==> src/rtl/div_row_sequencer.sv <==
// div_row_sequencer: feeds one fixed-point divider with a row of LEN numerators that
// share a single denominator, and streams the quotients out with last/error flags.
//
// state  | meaning
// IDLE   | no row in progress, waiting for row_start
// ACCEPT | num_ready high, waiting for the next numerator
// ISSUE  | one-cycle div_start pulse
// WAIT   | divider working, timeout timer counting up
// OUT    | quotient presented, held until q_ready
module div_row_sequencer #(
    parameter int WIDTH   = 32,
    parameter int FBITS   = 4,
    parameter int LEN     = 8,
    parameter int TIMEOUT = 64
) (
    input  logic             clk,
    input  logic             rst,
    input  logic             row_start,
    input  logic [WIDTH-1:0] den,
    input  logic             num_valid,
    input  logic [WIDTH-1:0] num_data,
    output logic             num_ready,
    output logic             div_start,
    output logic [WIDTH-1:0] div_a,
    output logic [WIDTH-1:0] div_b,
    input  logic             div_done,
    input  logic             div_valid,
    input  logic             div_dbz,
    input  logic [WIDTH-1:0] div_val,
    output logic             q_valid,
    output logic [WIDTH-1:0] q_data,
    output logic             q_last,
    output logic             q_err,
    input  logic             q_ready,
    output logic             busy,
    output logic             timeout_err
);

    localparam int CNT_W = (LEN > 1) ? $clog2(LEN) : 1;
    localparam int TMR_W = $clog2(TIMEOUT + 1);

    localparam logic [CNT_W-1:0] LAST_IDX = CNT_W'(LEN - 1);
    localparam logic [TMR_W-1:0] TMR_LAST = TMR_W'(TIMEOUT - 1);
    localparam logic [WIDTH-1:0] SAT      = '1;

    localparam logic [2:0] S_IDLE   = 3'd0;
    localparam logic [2:0] S_ACCEPT = 3'd1;
    localparam logic [2:0] S_ISSUE  = 3'd2;
    localparam logic [2:0] S_WAIT   = 3'd3;
    localparam logic [2:0] S_OUT    = 3'd4;

    // The binary point position belongs to the divider; this block only moves whole words.
    if (FBITS < 0 || FBITS >= WIDTH) begin : g_fbits_unsupported
    end

    logic [2:0]       state_q, state_d;
    logic [CNT_W-1:0] count_q, count_d;
    logic [TMR_W-1:0] timer_q, timer_d;
    logic [WIDTH-1:0] div_a_q, div_a_d;
    logic [WIDTH-1:0] div_b_q, div_b_d;
    logic [WIDTH-1:0] q_data_q, q_data_d;
    logic             q_err_q, q_err_d;
    logic             q_last_q, q_last_d;
    logic             tmo_q, tmo_d;

    // Next-state logic: row sequencing, divider handshake and result substitution.
    always_comb begin
        state_d  = state_q;
        count_d  = count_q;
        timer_d  = timer_q;
        div_a_d  = div_a_q;
        div_b_d  = div_b_q;
        q_data_d = q_data_q;
        q_err_d  = q_err_q;
        q_last_d = q_last_q;
        tmo_d    = tmo_q;
        case (state_q)
            S_IDLE: begin
                if (row_start) begin
                    div_b_d = den;
                    count_d = '0;
                    tmo_d   = 1'b0;
                    state_d = S_ACCEPT;
                end
            end
            S_ACCEPT: begin
                if (num_valid) begin
                    div_a_d = num_data;
                    state_d = S_ISSUE;
                end
            end
            S_ISSUE: begin
                timer_d = '0;
                state_d = S_WAIT;
            end
            S_WAIT: begin
                timer_d  = timer_q + TMR_W'(1);
                q_last_d = (count_q == LAST_IDX);
                // A done arriving on the timeout cycle still delivers the real result.
                if (div_done) begin
                    if (div_dbz || !div_valid) begin
                        q_data_d = SAT;
                        q_err_d  = 1'b1;
                    end else begin
                        q_data_d = div_val;
                        q_err_d  = 1'b0;
                    end
                    state_d = S_OUT;
                end else if (timer_q == TMR_LAST) begin
                    q_data_d = SAT;
                    q_err_d  = 1'b1;
                    tmo_d    = 1'b1;
                    state_d  = S_OUT;
                end
            end
            S_OUT: begin
                if (q_ready) begin
                    count_d = count_q + CNT_W'(1);
                    state_d = q_last_q ? S_IDLE : S_ACCEPT;
                end
            end
            default: state_d = S_IDLE;
        endcase
    end

    // State and datapath registers; reset discards any partial row.
    always_ff @(posedge clk or posedge rst) begin
        if (rst) begin
            state_q  <= S_IDLE;
            count_q  <= '0;
            timer_q  <= '0;
            div_a_q  <= '0;
            div_b_q  <= '0;
            q_data_q <= '0;
            q_err_q  <= 1'b0;
            q_last_q <= 1'b0;
            tmo_q    <= 1'b0;
        end else begin
            state_q  <= state_d;
            count_q  <= count_d;
            timer_q  <= timer_d;
            div_a_q  <= div_a_d;
            div_b_q  <= div_b_d;
            q_data_q <= q_data_d;
            q_err_q  <= q_err_d;
            q_last_q <= q_last_d;
            tmo_q    <= tmo_d;
        end
    end

    assign num_ready   = (state_q == S_ACCEPT);
    assign div_start   = (state_q == S_ISSUE);
    assign q_valid     = (state_q == S_OUT);
    assign busy        = (state_q != S_IDLE);
    assign div_a       = div_a_q;
    assign div_b       = div_b_q;
    assign q_data      = q_data_q;
    assign q_err       = q_err_q;
    assign q_last      = q_last_q;
    assign timeout_err = tmo_q;

endmodule

==> config.mk <==
export PLATFORM = sky130hd
export DESIGN_NAME = div_row_sequencer
export DESIGN_NICKNAME = d
export VERILOG_FILES = /design/src/rtl/div_row_sequencer.sv
export SDC_FILE = /design/constraint.sdc
export NUM_CORES = 1
export LEC_CHECK = 0
export ABC_AREA = 0
export ABC_CLOCK_PERIOD_IN_PS = 3000
export BUFFER_PORTS_ARGS = -buffer_cell sky130_fd_sc_hd__buf_2
export CAP_MARGIN = 30
export CORE_MARGIN = 2
export CORE_UTILIZATION = 40
export CTS_CLUSTER_SIZE = 28
export DETAILED_ROUTE_END_ITERATION = 6
export GPL_TIMING_DRIVEN = 0
export PLACE_DENSITY = 0.8
export SYNTH_ARGS = -nofsm -noshare
export SYNTH_HDL_FRONTEND = slang
export SYNTH_SLANG_ARGS = --single-unit
==> constraint.sdc <==
create_clock -name clk -period 3 [get_ports clk]
set_input_delay 0.3 -clock clk [delete_from_list [all_inputs] [get_ports clk]]
set_output_delay 0.3 -clock clk [all_outputs]
set_load 0.005 [all_outputs]
==> metrics, run 1 <==
Static Leakage 3.203 nW; PwrDens approximately 1000 nW/um^2; initial DRC count 225; Final ANT Viol Nets 0; setup_tns 0 ns; Crit. End Element output port; maxcap violations 0; Crit path arrival time 1.63 ns; critical path class reg -> out; fin crit period 1.925 ns; Vias ~3,800; HPWL Detailed 8.532 mm; Setup Skew 0.007445 ns; die height around 110 um; Yosys cell types 40; Synth async-reset ratio 100.0%; RSZ-0062 raised after global routing false; initial antenna violation count 0; Final Max Slew Viols 0; die area 12,970 um^2; commonest non-fill, non-tap cells in the layout 215 x buf_2, 112 x dfrtp_1, 62 x mux2_2; DRT Pass-1 Iters 4; WL/cell 14.62 um; initial core utilization roughly 41%; Clock Tree Buf Depth 2; Final Core Density 54.21%; WHS 0.09287 ns; Buffers on Ports 206; io pins between 200 and 250; number of buffers created by CTS 9; first-pass GRT wire length between 15 and 20 mm; Top FF cell, synth dfrtp_1; largest net degree at the start of global routing 44; clk sink count 112; TritonCTS clock tree built; FP Rows 40; Cells after Synth 399; outcome finished, final reports clean; # diodes 0; clock root cell clkbuf_16; GRT Total Usage around 18%; via count of the first global-routing pass 3,770; most common cell after layout, fill and taps aside buf_2; CTS HTree Levels 3; Hold Path Class in -> async; FMAX 519.4 MHz; die width 113.9 um; Slew @ Worst Pin 0.8001 ns; Yosys reg bits 112; worst rel slew slack 46.55%; post-route clock period utilization 64.18%; RD Place Congestion 0.8217; CTS clk-pin slew, worst paths approximately 0.07 ns; syn nets 506; critical path startpoint category flop; CTS resizes 0; Fin. Hold Viols 0; Worst Path Required 2.70 ns; final setup fails 0; core box area 11,910 um^2; Worst-Skew Late Latency 0.35 ns; Synth Cell Area just under 5000 um^2; synthesized area per cell 12.10 um^2; Post-CTS Setup Bufs 0; hold buffers post-CTS 0; vias per std cell roughly 4.9; Post-synth EDFFs 0; register area share after synthesis 58.03%; crit path max fanout 10; Detailed Route WL 11.25 mm; Layout area overhead 33.70%; NumNets Final 725; IR drop worst, VDD 374.8 uV; GR Overflow Total 0; Warnings, synthesis 0; share of cells above drive strength 1 50.08%; DRC 0
-- per-stage QoR --
stage	total power (W)	instances	cell area, um^2	worst slack (ns)
floorplan	0.004006	399	4833	1.343
global placement	0.004929	752	6048	0.7276
detailed placement	0.005071	754	6088	1.183
CTS	0.006549	770	6457	1.065
global route	0.006919	770	6457	0.9691
finish	0.006455	770	6457	1.075
-- per-layer routing --
layer / global-route usage [%] / vias up / wire (um)
met1: 22.08 / 1826 / 4597
li1: - / 1818 / -
met5: 0 / - / 0
met2: 29.54 / 126 / 5746
met4: 8.537 / 0 / 229
met3: 3.613 / 16 / 681
-- state kept, by name, indices dropped and copies added, names as in the netlist --
name,flops
div_b,32
count_q,3
timeout_err,1
q_err,1
timer_q,7
q_data,32
div_a,32
state_q,3
q_last,1
-- worst max-delay path: stages, from the launching register on --
cell and delay, ns:
dfrtp_1 0.37, buf_6 0.14, clkbuf_1 0.23, or3_1 0.39
buf_2 0.14
-- cell type report --
cell class                 count  area [um^2]
buffer                        26        183.9
multi-input combinational    223         1700
sequential                   112         2803
fill                        1021         5454
clock buffer                  10        239.0
tap                          147        183.9
clock inverter                 6        130.1
timing repair buffer         208         1071
inverter                      38        146.4
-- synth_stat cells (2+ instances only) --
cell type	count	area, um^2
a22o_1	5	43.79
a21oi_1	4	20.02
a211oi_1	34	255.2
buf_4	2	15.01
o21ai_0	4	20.02
mux2_2	62	698.2
dfrtp_1	112	2803
buf_2	9	45.04
ha_1	3	37.54
nor3_1	33	165.2
nand3_1	3	15.01
buf_6	9	101.4
o22ai_1	2	12.51
nand2_1	10	37.54
clkbuf_1	6	22.52
a211o_1	2	17.52
nand2b_1	3	18.77
nor2_1	35	131.4
mux2_1	3	33.78
inv_1	38	142.6
-- power by group --
group          total (W)  switching (W)  internal (W)
logic            0.00244        0.00113       0.00131
registers        0.00256       0.000379       0.00218
clock network    0.00145       0.000530      0.000920
-- path summary, 6_finish.rpt --
check                              from        end  slack, ns  depth (start not counted)
setup / recovery             state_q[0]       busy       1.07                          4
hold / removal                      rst   div_a[0]       0.09                          2
setup reg to reg             state_q[0]  div_b[17]       1.21                          4
hold reg to reg               div_a[11]  div_a[11]       0.49                          1
max in group asynchronous           rst  div_b[30]       2.25                          3
min in group clk           num_data[11]  div_a[11]       0.17                          2
-- cell families after synthesis --
| group | Yosys count | synth area share, % |
|---|---|---|
| AOI/OAI and AO/OA | 56 | 8.498 |
| DFF | 112 | 58.03 |
| muxes | 65 | 15.16 |
| adders and majority gates | 3 | 0.7773 |
| and+or+nand+nor | 99 | 10.78 |
| buffers and inverters | 64 | 6.762 |
Power figures use the tool's default switching activity.
==> run 2, diff against run 1 <==
Settings changed: ABC_CLOCK_PERIOD_IN_PS 3000 to 1900, PLACE_DENSITY 0.8 to 0.77.
Clock period 3 ns to 1.9 ns, I/O delays scaled along.
==> run 2 against run 1 <==
Effect of this change: sequential cell count stayed put; via count is 0.90% higher; critical path depth is 2 higher; first-iteration DRC count is 2.7% lower; register-to-register slack worse by 1.1 ns; count of clock-buffer cells in the layout stayed put; highest routed layer unchanged.
==> metrics, run 2 (synthesis results as in run 1) <==
Non-Filler Instances 770; Crit. End Element flop; share of cells above drive strength 1 around half; Worst-Skew Late Latency ~0.34 ns; die width 113.9 um; initial DRC count 219; clk sink count approximately 110; Vias about 3,800; number of buffers created by CTS 9; RSZ-0062 raised after global routing true; initial antenna violation count 0; Crit path arrival time 1.98 ns; via count of the first global-routing pass around 3,800; initial core utilization 40.55%; Final ANT Viol Nets 0; vias per std cell ~5.0; GR Overflow Total 0; worst path bufs/invs 2; hold path start den[24]; commonest non-fill, non-tap cells in the layout 215 x buf_2, 112 x dfrtp_1, 62 x mux2_2; die height approximately 110 um; IR drop worst, VDD approximately 700 uV; CP most frequent cell buf_2; Hold Path Class in -> reg; # diodes 0; reg2reg start timer_q[0]; Max stage delay cell, worst path dfrtp_1; critical path startpoint category flop; placed insts about 750; setup_tns 0 ns; DRT Pass-1 Iters 4; FP Rows 40; CTS HTree Levels 3; core box area around 12,000 um^2; maxcap violations 0; io pins 207; Post-DP Area 6088 um^2; first-pass GRT wire length 17.86 mm; Static Leakage 3.144 nW; HPWL Detailed around 8.5 mm; Clock Tree Buf Depth 2; RD Place Congestion 0.7847; Final Cell Area 6364 um^2; WL/cell 14.48 um; Detailed Route WL roughly 11 mm; Final Core Density 53.42%; Layout area overhead 31.76%; Worst Path Required 2.12 ns; worst rel slew slack a little under three fifths; crit path max fanout 10; worst-path cell chain ha_1, and4_1, buf_2, a21oi_2, buf_2, a211oi_1; largest net degree at the start of global routing 46; TritonCTS clock tree built; largest stage delay on the critical path 0.40 ns; Fin. Hold Viols 0; DRC 0; FMAX 570.5 MHz; PwrDens around 1500 nW/um^2; Slew @ Worst Pin 0.6349 ns; CTS clk-pin slew, worst paths about 0.070 ns; outcome finished, final reports clean; Setup Skew 0.008600 ns; Setup crit start timer_q[0]; critical path class reg -> reg; CP delay by family, top buffers and inverters; clock root cell clkbuf_16; NumNets Final between 700 and 800; Final Max Slew Viols 0; Buffers on Ports just over 200; most common cell after layout, fill and taps aside buf_2; post-route clock period utilization 92.25%; fin crit period about 1.8 ns; Post-CTS Setup Bufs 0; GRT Total Usage between 10% and 20%; final setup fails 0; die area about 13,000 um^2
==> run 2: cell types whose count changed in the layout (fill, tap and decap cells not counted), sizes merged <==
cell         delta
dlygate4sd3     +1
bufinv          -4
clkinv          -1
clkinvlp        +4
==> run 2: area by class of cell <==
cell class / instances / area [um^2]
fill: 1059 / 5548
sequential: 112 / 2803
multi-input combinational: 223 / 1700
timing repair buffer: 209 / 1081
clock buffer: 10 / 229.0
buffer: 26 / 185.2
tap: 147 / 183.9
inverter: 38 / 146.4
clock inverter: 5 / 35.03
==> run 2: what timing repair did <==
| item | CTS | global route |
|---|---|---|
| endpoints found under the setup margin | 0 | 7 |
| hold buffers | 1 | 0 |
| hold endpoints to repair | 25 | 0 |
| gates resized for setup | 0 | 2 |
==> run 2: power by group <==
group / total [W] / switching, W / leakage (nW) / internal, W
logic: 0.00385 / 0.00178 / 1.65 / 0.00207
registers: 0.00405 / 0.000604 / 1.38 / 0.00345
clock network: 0.00171 / 0.000826 / 0.117 / 0.000880
total: 0.00960 / 0.00321 / 3.14 / 0.00640
==> run 2: routing by layer <==
metal | track usage, % | part of all wire, % | up-vias
met5 | 0 | 0 | -
met2 | 29.34 | 50 | 128
met1 | 21.48 | 42 | 1844
li1 | - | - | 1827
met3 | 4.038 | 6.1 | 21
met4 | 7.805 | 2.3 | 0
==> run 2: worst register-to-register path: cells and delay by family (launching register included) <==
family,cells,cell delay [ns]
buf+inv,2,0.43
flops,1,0.40
compound gates,2,0.36
fa+ha+maj,1,0.24
simple gates,1,0.19
==> run 2: final timing paths <==
| check | to | slack [ns] | cells past startpoint |
|---|---|---|---|
| hold reg to reg | div_a[11] | 0.49 | 1 |
| hold / removal | div_b[24] | 0.06 | 2 |
| setup / recovery | q_data[22] | 0.15 | 6 |
| min in group asynchronous | div_a[5] | 0.49 | 3 |
| max in group asynchronous | div_a[18] | 0.79 | 4 |
| setup reg to reg | q_data[22] | 0.15 | 6 |
==> run 2: stage by stage <==
stage                     setup WS, ns  power [W]  hold WS (ns)
final                           0.1473   0.009604       0.06116
after global routing          -0.01228    0.01035       0.05309
after global placement         -0.2981   0.007798        0.4083
after detailed placement        0.1299   0.008001        0.3084
after floorplan                 0.3179   0.006326        0.3247
after CTS                      0.07155   0.009743       0.04474
